File: src/rtl/video_timing.sv
// Raster timing generator.
// Two counters (hc, vc) walk the full line/frame; every output is a registered
// decode of the counter values held before the edge, so outputs trail the
// counters by exactly one clock. Dropping enable (or reset) parks the counters
// on the last position of the frame, so the next enabled edge always begins a
// fresh frame with start_of_screen and start_of_line asserted together.
module video_timing #(
  parameter int H_ACTIVE = 640,
  parameter int H_FP     = 16,
  parameter int H_SYNC   = 96,
  parameter int H_BP     = 48,
  parameter int V_ACTIVE = 480,
  parameter int V_FP     = 10,
  parameter int V_SYNC   = 2,
  parameter int V_BP     = 33
) (
  input  logic       clk,
  input  logic       rst,
  input  logic       enable,
  output logic       display_start_of_screen,
  output logic       display_start_of_line,
  output logic       display_next_pixel,
  output logic       active,
  output logic       hsync_n,
  output logic       vsync_n,
  output logic       vblank_pulse,
  output logic [9:0] x,
  output logic [9:0] y
);

  localparam int H_TOTAL = H_ACTIVE + H_FP + H_SYNC + H_BP;
  localparam int V_TOTAL = V_ACTIVE + V_FP + V_SYNC + V_BP;

  localparam logic [9:0] HC_LAST    = 10'(H_TOTAL - 1);
  localparam logic [9:0] VC_LAST    = 10'(V_TOTAL - 1);
  localparam logic [9:0] H_ACT      = 10'(H_ACTIVE);
  localparam logic [9:0] V_ACT      = 10'(V_ACTIVE);
  localparam logic [9:0] V_ACT_M1   = 10'(V_ACTIVE - 1);
  localparam logic [9:0] HS_START   = 10'(H_ACTIVE + H_FP);
  localparam logic [9:0] HS_END     = 10'(H_ACTIVE + H_FP + H_SYNC);
  localparam logic [9:0] VS_START   = 10'(V_ACTIVE + V_FP);
  localparam logic [9:0] VS_END     = 10'(V_ACTIVE + V_FP + V_SYNC);

  logic [9:0] r_hc;
  logic [9:0] r_vc;

  logic w_hc_last;
  logic w_vc_last;
  logic w_active;
  logic w_sol;
  logic w_sos;
  logic w_hsync;
  logic w_vsync;
  logic w_vblank;

  assign w_hc_last = (r_hc == HC_LAST);
  assign w_vc_last = (r_vc == VC_LAST);
  assign w_active  = (r_hc < H_ACT) && (r_vc < V_ACT);
  // The strobe fires on the last clock of the preceding line, so the frame's
  // final line (vc == V_TOTAL-1) announces active line 0.
  assign w_sol     = w_hc_last && (w_vc_last || (r_vc < V_ACT_M1));
  assign w_sos     = w_hc_last && w_vc_last;
  assign w_hsync   = (r_hc >= HS_START) && (r_hc < HS_END);
  assign w_vsync   = (r_vc >= VS_START) && (r_vc < VS_END);
  assign w_vblank  = (r_hc == 10'd0) && (r_vc == V_ACT);

  // Position counters; parked on the last frame position while idle.
  always_ff @(posedge clk or negedge rst) begin
    if (!rst) begin
      r_hc <= HC_LAST;
      r_vc <= VC_LAST;
    end else if (!enable) begin
      r_hc <= HC_LAST;
      r_vc <= VC_LAST;
    end else begin
      r_hc <= w_hc_last ? 10'd0 : r_hc + 10'd1;
      if (w_hc_last) begin
        r_vc <= w_vc_last ? 10'd0 : r_vc + 10'd1;
      end
    end
  end

  // Registered decode of the pre-edge counter values; forced idle when disabled.
  always_ff @(posedge clk or negedge rst) begin
    if (!rst) begin
      display_start_of_screen <= 1'b0;
      display_start_of_line   <= 1'b0;
      display_next_pixel      <= 1'b0;
      active                  <= 1'b0;
      hsync_n                 <= 1'b1;
      vsync_n                 <= 1'b1;
      vblank_pulse            <= 1'b0;
      x                       <= 10'd0;
      y                       <= 10'd0;
    end else if (!enable) begin
      display_start_of_screen <= 1'b0;
      display_start_of_line   <= 1'b0;
      display_next_pixel      <= 1'b0;
      active                  <= 1'b0;
      hsync_n                 <= 1'b1;
      vsync_n                 <= 1'b1;
      vblank_pulse            <= 1'b0;
      x                       <= 10'd0;
      y                       <= 10'd0;
    end else begin
      display_start_of_screen <= w_sos;
      display_start_of_line   <= w_sol;
      display_next_pixel      <= w_active;
      active                  <= w_active;
      hsync_n                 <= ~w_hsync;
      vsync_n                 <= ~w_vsync;
      vblank_pulse            <= w_vblank;
      x                       <= r_hc;
      y                       <= r_vc;
    end
  end

endmodule

File: config.mk
export PLATFORM = sky130hd
export DESIGN_NAME = video_timing
export DESIGN_NICKNAME = d
export VERILOG_FILES = /design/src/rtl/video_timing.sv
export SDC_FILE = /design/constraint.sdc
export NUM_CORES = 1
export LEC_CHECK = 0
export BUFFER_PORTS_ARGS = -buffer_cell sky130_fd_sc_hd__buf_2
export CAP_MARGIN = 20
export CORE_MARGIN = 4
export CORE_UTILIZATION = 55
export DETAILED_ROUTE_END_ITERATION = 8
export PLACE_DENSITY = 0.73
export SYNTH_ARGS = -nofsm -noshare
export SYNTH_HDL_FRONTEND = slang
export SYNTH_SLANG_ARGS = --single-unit
File: constraint.sdc
create_clock -name clk -period 4.6 [get_ports clk]
set_clock_uncertainty 0.05 [all_clocks]
set_input_delay 0.46 -clock clk [delete_from_list [all_inputs] [get_ports clk]]
set_output_delay 0.46 -clock clk [all_outputs]
set_load 0.01 [all_outputs]
=== Yosys cells after proc, flatten, opt, wreduce, memory -nomap -nowiden ===
Index checks and enable logic that the tools add are counted.

* Register bits: 46
* Bits of input ports: 3
* Word-level logic and storage cells: 46
* Output and inout bits: 27

* Muxes and demuxes: 13
* Add/subtract/negate cells: 2
* Magnitude comparators: 7
* Bitwise logic cells: 2
* Reductions and logical operators: 8
* Equal/unequal tests: 4

{| class="wikitable"
|+ Operators with widths
! kind !! number
|-
| 10-bit two-way mux || 7
|-
| 10-bit by 9-bit less-than comparator with 1-bit output (second input constant) || 3
|-
| 10-bit by 1-bit adder with 10-bit output (second input constant) || 2
|-
| 10-bit == test (second input constant) || 2
|-
| 10-bit less-than comparator (second input constant) || 2
|-
| 10-bit by 9-bit == test with 1-bit output (second input constant) || 1
|-
| 10-bit greater-or-equal comparator (second input constant) || 1
|-
| 10-bit by 9-bit greater-or-equal comparator with 1-bit output (second input constant) || 1
|-
| 10-bit zero test || 1
|-
| 1-bit logical AND || 6
|-
| 1-bit two-way mux || 6
|-
| 2-bit by 1-bit != test with 1-bit output (second input constant) || 1
|-
| 1-bit inverter || 2
|-
| 1-bit logical OR || 1
|}

=== Logic depth before layout (Yosys ltp) ===
* Depth in word-level cells: 4
* Depth in mapped cells: 7
* Mapped depth without buffers: 6

=== Worst setup path after synthesis ===
No wires, ideal clock.

* Path kind: reg2reg
* From: reg r_hc[0]
* To: reg r_vc[7]
* Setup time: 0.078 ns
* Data arrival time: 2.127 ns
* Path buffers: 1
* Path slack: 2.345 ns
* Required time: 4.472 ns
* Period minus slack after synthesis: 2.255 ns
* Stages on the path, launching flop included: 7
* Cell sequence: dfstp_2 ha_1 nand4_1 or4_1 buf_2 or4_1 a21oi_1

* Cells in the longest elaborated chain, start to end: 2

{| class="wikitable"
|+ RTL lines
! what !! line !! RTL
|-
| from (decl) || 44 || <nowiki>logic [9:0] r_hc;</nowiki>
|-
| from (signal assigned) || 76 || <nowiki>r_hc <= w_hc_last ? 10'd0 : r_hc + 10'd1;</nowiki>
|-
| 10-bit == test || 56 || <nowiki>assign w_hc_last = (r_hc == HC_LAST);</nowiki>
|-
| 2-bit by 1-bit != test with 1-bit output (no source line) || -- ||
|-
| to (signal assigned) || 78 || <nowiki>r_vc <= w_vc_last ? 10'd0 : r_vc + 10'd1;</nowiki>
|-
| to (decl) || 45 || <nowiki>logic [9:0] r_vc;</nowiki>
|}

No other way between the ends.
A chain may end at the register's enable or synchronous reset.

=== Final worst setup path ===
Ends and elaborated chain as after synthesis.

==> report_table.html <==
<table>
<tr><th>Metric</th><th>Value</th></tr>
<tr><th colspan="2">Outcome</th></tr>
<tr><td>Result of the run</td><td>completed</td></tr>
<tr><th colspan="2">Floorplan</th></tr>
<tr><td>Core Box Area</td><td>0.003416 mm2</td></tr>
<tr><td>Full die area</td><td>0.004649 mm2</td></tr>
<tr><td>Width of the die</td><td>68.18 um</td></tr>
<tr><td>Die Y</td><td>68.18 um</td></tr>
<tr><td>Initial standard-cell utilization of the core</td><td>58.32%</td></tr>
<tr><td>Number of placed I/O pins</td><td>30</td></tr>
<tr><td>FP Rows</td><td>21</td></tr>
<tr><th colspan="2">Setup path</th></tr>
<tr><td>Crit-path max FO</td><td>15</td></tr>
<tr><td>Cells along the critical path</td><td>ha_1, nand4_1, or4_1, or4_1, a21oi_1</td></tr>
<tr><td>Worst Path Required</td><td>4.83 ns</td></tr>
<tr><td>Startpoint types</td><td>flip-flop</td></tr>
<tr><td>Dominant delay contributor by cell family on the critical path</td><td>simple AND/OR/NAND/NOR gates</td></tr>
<tr><td>Buffers &amp; Inverters on Critical Path</td><td>0</td></tr>
<tr><td>CP Class</td><td>reg -&gt; reg</td></tr>
<tr><td>Data arrival time of the critical path</td><td>2.86 ns</td></tr>
<tr><td>Max stage delay on crit path</td><td>0.79 ns</td></tr>
<tr><td>Stages on the worst setup path</td><td>5</td></tr>
<tr><td>Crit. End Element</td><td>flip-flop</td></tr>
<tr><td>Length in cells of the worst reg-to-reg path</td><td>5</td></tr>
<tr><td>Most common cell on crit path</td><td>or4_1</td></tr>
<tr><td>Cell type of the slowest stage on the worst timing path</td><td>or4_1</td></tr>
<tr><th colspan="2">Routing</th></tr>
<tr><td>Vias per std cell</td><td>5.584</td></tr>
<tr><td>Routed wirelength normalized by instance count</td><td>14.40 um</td></tr>
<tr><td>Drt first-iter violations</td><td>69</td></tr>
<tr><td>Antenna-violating nets left</td><td>0</td></tr>
<tr><td>Final WL</td><td>3.774 mm</td></tr>
<tr><td>First-pass iteration count of the detailed router</td><td>4</td></tr>
<tr><td>Overall via count from detail_route</td><td>1463</td></tr>
<tr><td>Number of design rule violations left after detail routing</td><td>0</td></tr>
<tr><th colspan="2">Place</th></tr>
<tr><td>Placement Cell Area</td><td>0.002151 mm2</td></tr>
<tr><td>Number of buffer cells added on primary ports</td><td>29</td></tr>
<tr><td>Estimated wirelength of the detail-placed design</td><td>2.549 mm</td></tr>
<tr><td>Weighted congestion reported at the end of routability-driven placement</td><td>0.8564</td></tr>
<tr><th colspan="2">Synthesis</th></tr>
<tr><td>Cell variety after synth</td><td>35</td></tr>
<tr><td>Cell count after synthesis</td><td>188</td></tr>
<tr><td>Parity-gate share of the synthesized area counting xor and xnor cells</td><td>2.638%</td></tr>
<tr><td>Net count of the mapped netlist</td><td>195</td></tr>
<tr><td>Area fraction in and, or, nand and nor cells after synthesis</td><td>23.05%</td></tr>
<tr><td>Post-synthesis async set-or-reset flop share</td><td>100.0%</td></tr>
<tr><td>Synthesis Warnings</td><td>0</td></tr>
<tr><td>Mean post-synth cell area</td><td>10.60 um2</td></tr>
<tr><td>Library cell occupying the most area in the post-synthesis netlist</td><td>dfrtp_1</td></tr>
<tr><td>Share of the synthesized area in the top cell type</td><td>42.71%</td></tr>
<tr><td>Post-synth top flop</td><td>dfrtp_1</td></tr>
<tr><td>Dominant cells by area after synthesis</td><td>dfrtp_1 43%, dfstp_2 16%, and2_1 4.7%</td></tr>
<tr><td>Number of synthesized flops with an enable pin</td><td>0</td></tr>
<tr><td>Adder and majority cell fraction of the synthesized area</td><td>2.513%</td></tr>
<tr><td>Main combinational cell family by area after synthesis</td><td>simple AND/OR/NAND/NOR gates</td></tr>
<tr><td>Yosys reg bits</td><td>46</td></tr>
<tr><td>Part of the Yosys area used for sequential elements</td><td>58.54%</td></tr>
<tr><td>Mux cell area share after synthesis</td><td>1.131%</td></tr>
<tr><td>Netlist Area Pre-Place</td><td>0.001992 mm2</td></tr>
<tr><td>Area fraction in compound gates after synthesis</td><td>8.794%</td></tr>
<tr><th colspan="2">Layout</th></tr>
<tr><td>Commonest cells after routing, fill and taps aside</td><td>34 x dfrtp_1, 29 x buf_2, 15 x nor2_1, 15 x and2_1, 15 x nand2_1</td></tr>
<tr><td>Utilization after layout</td><td>65.31%</td></tr>
<tr><td>Combined flip-flop and latch cell area</td><td>0.001166 mm2</td></tr>
<tr><td>Most common cell after layout, fill and taps aside</td><td>dfrtp_1</td></tr>
<tr><td>Finished Cell Area</td><td>0.002231 mm2</td></tr>
<tr><td>Diode count</td><td>0</td></tr>
<tr><td>Layout overhead on the synthesized area</td><td>12.00%</td></tr>
<tr><td>Net total in the final layout</td><td>222</td></tr>
<tr><td>Number of fill cells</td><td>278</td></tr>
<tr><td>Fraction of layout cells with a size suffix above 1</td><td>23.61%</td></tr>
<tr><td>Multi-input logic area</td><td>759.5 um2</td></tr>
<tr><th colspan="2">STA</th></tr>
<tr><td>Final TNS setup</td><td>0 ns</td></tr>
<tr><td>Fmax</td><td>0.3799 GHz</td></tr>
<tr><td>Headroom to the max-slew limit</td><td>36.41%</td></tr>
<tr><td>Worst Max-Slew Pin Slew</td><td>0.9538 ns</td></tr>
<tr><td>Worst Hold Slack</td><td>0.1857 ns</td></tr>
<tr><td>Count of endpoints failing setup in the final report</td><td>0</td></tr>
<tr><td>Min cycle time layout</td><td>2.632 ns</td></tr>
<tr><td>Period Utilization, post-route</td><td>57.22%</td></tr>
<tr><td>Total count of hold-check failures in the final report</td><td>0</td></tr>
<tr><td>Unrepaired setup endpoints after global routing</td><td>no</td></tr>
<tr><td>Final Max Tran Viols</td><td>0</td></tr>
<tr><th colspan="2">Clock network</th></tr>
<tr><td>Count of clock tree sinks</td><td>46</td></tr>
<tr><td>Clock Tree Buf Depth</td><td>2</td></tr>
<tr><td>Clock latency on the worst-skew pair</td><td>0.35 ns</td></tr>
<tr><td>Post-cts resize count</td><td>0</td></tr>
<tr><td>Number of levels the H-tree was split into</td><td>2</td></tr>
<tr><td>Clock transition at path regs</td><td>0.13 ns</td></tr>
<tr><td>Post-CTS setup repair buffer count</td><td>0</td></tr>
<tr><td>Hold_buf cts</td><td>0</td></tr>
<tr><td>TritonCTS buffer count</td><td>5</td></tr>
<tr><td>Clock tree root buffer cell</td><td>clkbuf_4</td></tr>
<tr><td>Clock tree from TritonCTS</td><td>yes</td></tr>
<tr><th colspan="2">Flow run</th></tr>
<tr><td>Max-capacitance violation count</td><td>0</td></tr>
<tr><th colspan="2">Global route</th></tr>
<tr><td>GRT Overall Usage</td><td>18.36%</td></tr>
<tr><td>Vias in the first global route</td><td>1306</td></tr>
<tr><td>GRT overflow</td><td>0</td></tr>
<tr><td>Global-route wire length before repair</td><td>6.210 mm</td></tr>
<tr><td>Antenna violations before repair</td><td>0</td></tr>
<tr><td>Maximum number of pins on one net before global-route repair</td><td>47</td></tr>
<tr><th colspan="2">Power</th></tr>
<tr><td>Static Leak</td><td>1.055 nW</td></tr>
<tr><td>Power per unit of standard cell area</td><td>536.1 mW/mm2</td></tr>
<tr><td>PnR Total Power</td><td>1.196 mW</td></tr>
<tr><td>VDD IR-drop max</td><td>0.0003623 V</td></tr>
<tr><th colspan="2">Worst hold path</th></tr>
<tr><td>Hold/Removal Path Class</td><td>in -&gt; async</td></tr>
</table>
-- cell type report --
| cell class | instances | area share, % |
|---|---|---|
| clock inverters | 1 | 1.346 |
| flip-flops and latches | 46 | 52.27 |
| inverters | 6 | 1.010 |
| well taps | 46 | 2.580 |
| multi-input cells | 126 | 34.04 |
| repair buffers | 30 | 6.730 |
| clock buffers | 7 | 2.019 |
-- cell usage after synthesis, drive strengths merged (2+ instances only) --
master,count
mux2,2
dfstp,12
nor2,15
nor2b,2
or4,6
a221o,2
and2,15
nand2,15
a21oi,9
and3,2
clkbuf,7
ha,4
nand4,5
nor3,6
buf,3
xnor2,4
nor4,2
o31ai,2
dfrtp,34
or2,2
o21ai,11
nand3,9
xor2,2
inv,6
a21o,2
and4,2
-- flip-flops by register name, indices dropped and copies added, names as in the netlist --
| name | count |
|---|---|
| vsync_n | 1 |
| hsync_n | 1 |
| x | 10 |
| r_vc | 10 |
| display_start_of_screen | 1 |
| r_hc | 10 |
| vblank_pulse | 1 |
| active | 1 |
| y | 10 |
| display_start_of_line | 1 |
-- cells by family after synthesis --
group / after synthesis
AO/OA/AOI/OAI: 29
XOR/XNOR: 6
adder cells (fa/ha/maj): 4
buffers and inverters: 16
flip-flops: 46
multiplexers: 2
AND/OR/NAND/NOR: 85
-- power breakdown --
group	internal [mW]	total, mW	switching (mW)
combinational	0.146	0.365	0.219
clock	0.115	0.232	0.116
sequential	0.510	0.599	0.0892
total	0.771	1.20	0.425
-- stage by stage --
step                setup WS (ns)  cells
floorplan                   2.345    188
global placement            2.095    253
detailed placement          1.990    253
CTS                         1.945    261
global route                1.846    262
finish                      1.968    262
-- final timing paths --
| path | slack, ns | startpoint | end |
|---|---|---|---|
| min reg2reg | 0.49 | r_hc[1] | x[1] |
| min | 0.19 | rst | y[7] |
| max | 1.97 | r_hc[0] | r_vc[7] |
| max reg2reg | 1.97 | r_hc[0] | r_vc[7] |
| min in group clk | 0.42 | enable | r_hc[2] |
| max in group asynchronous | 3.71 | rst | r_vc[8] |
-- metal layers --
layer  up-vias  track usage [%]  share of wire [%]
met3         5            6.404                6.1
li1        708                -                  -
met4         0            5.707                1.1
met2        50            26.59                 45
met5         -                0                  0
met1       700            25.89                 47
No activity file was read; power rests on OpenSTA's default activity.
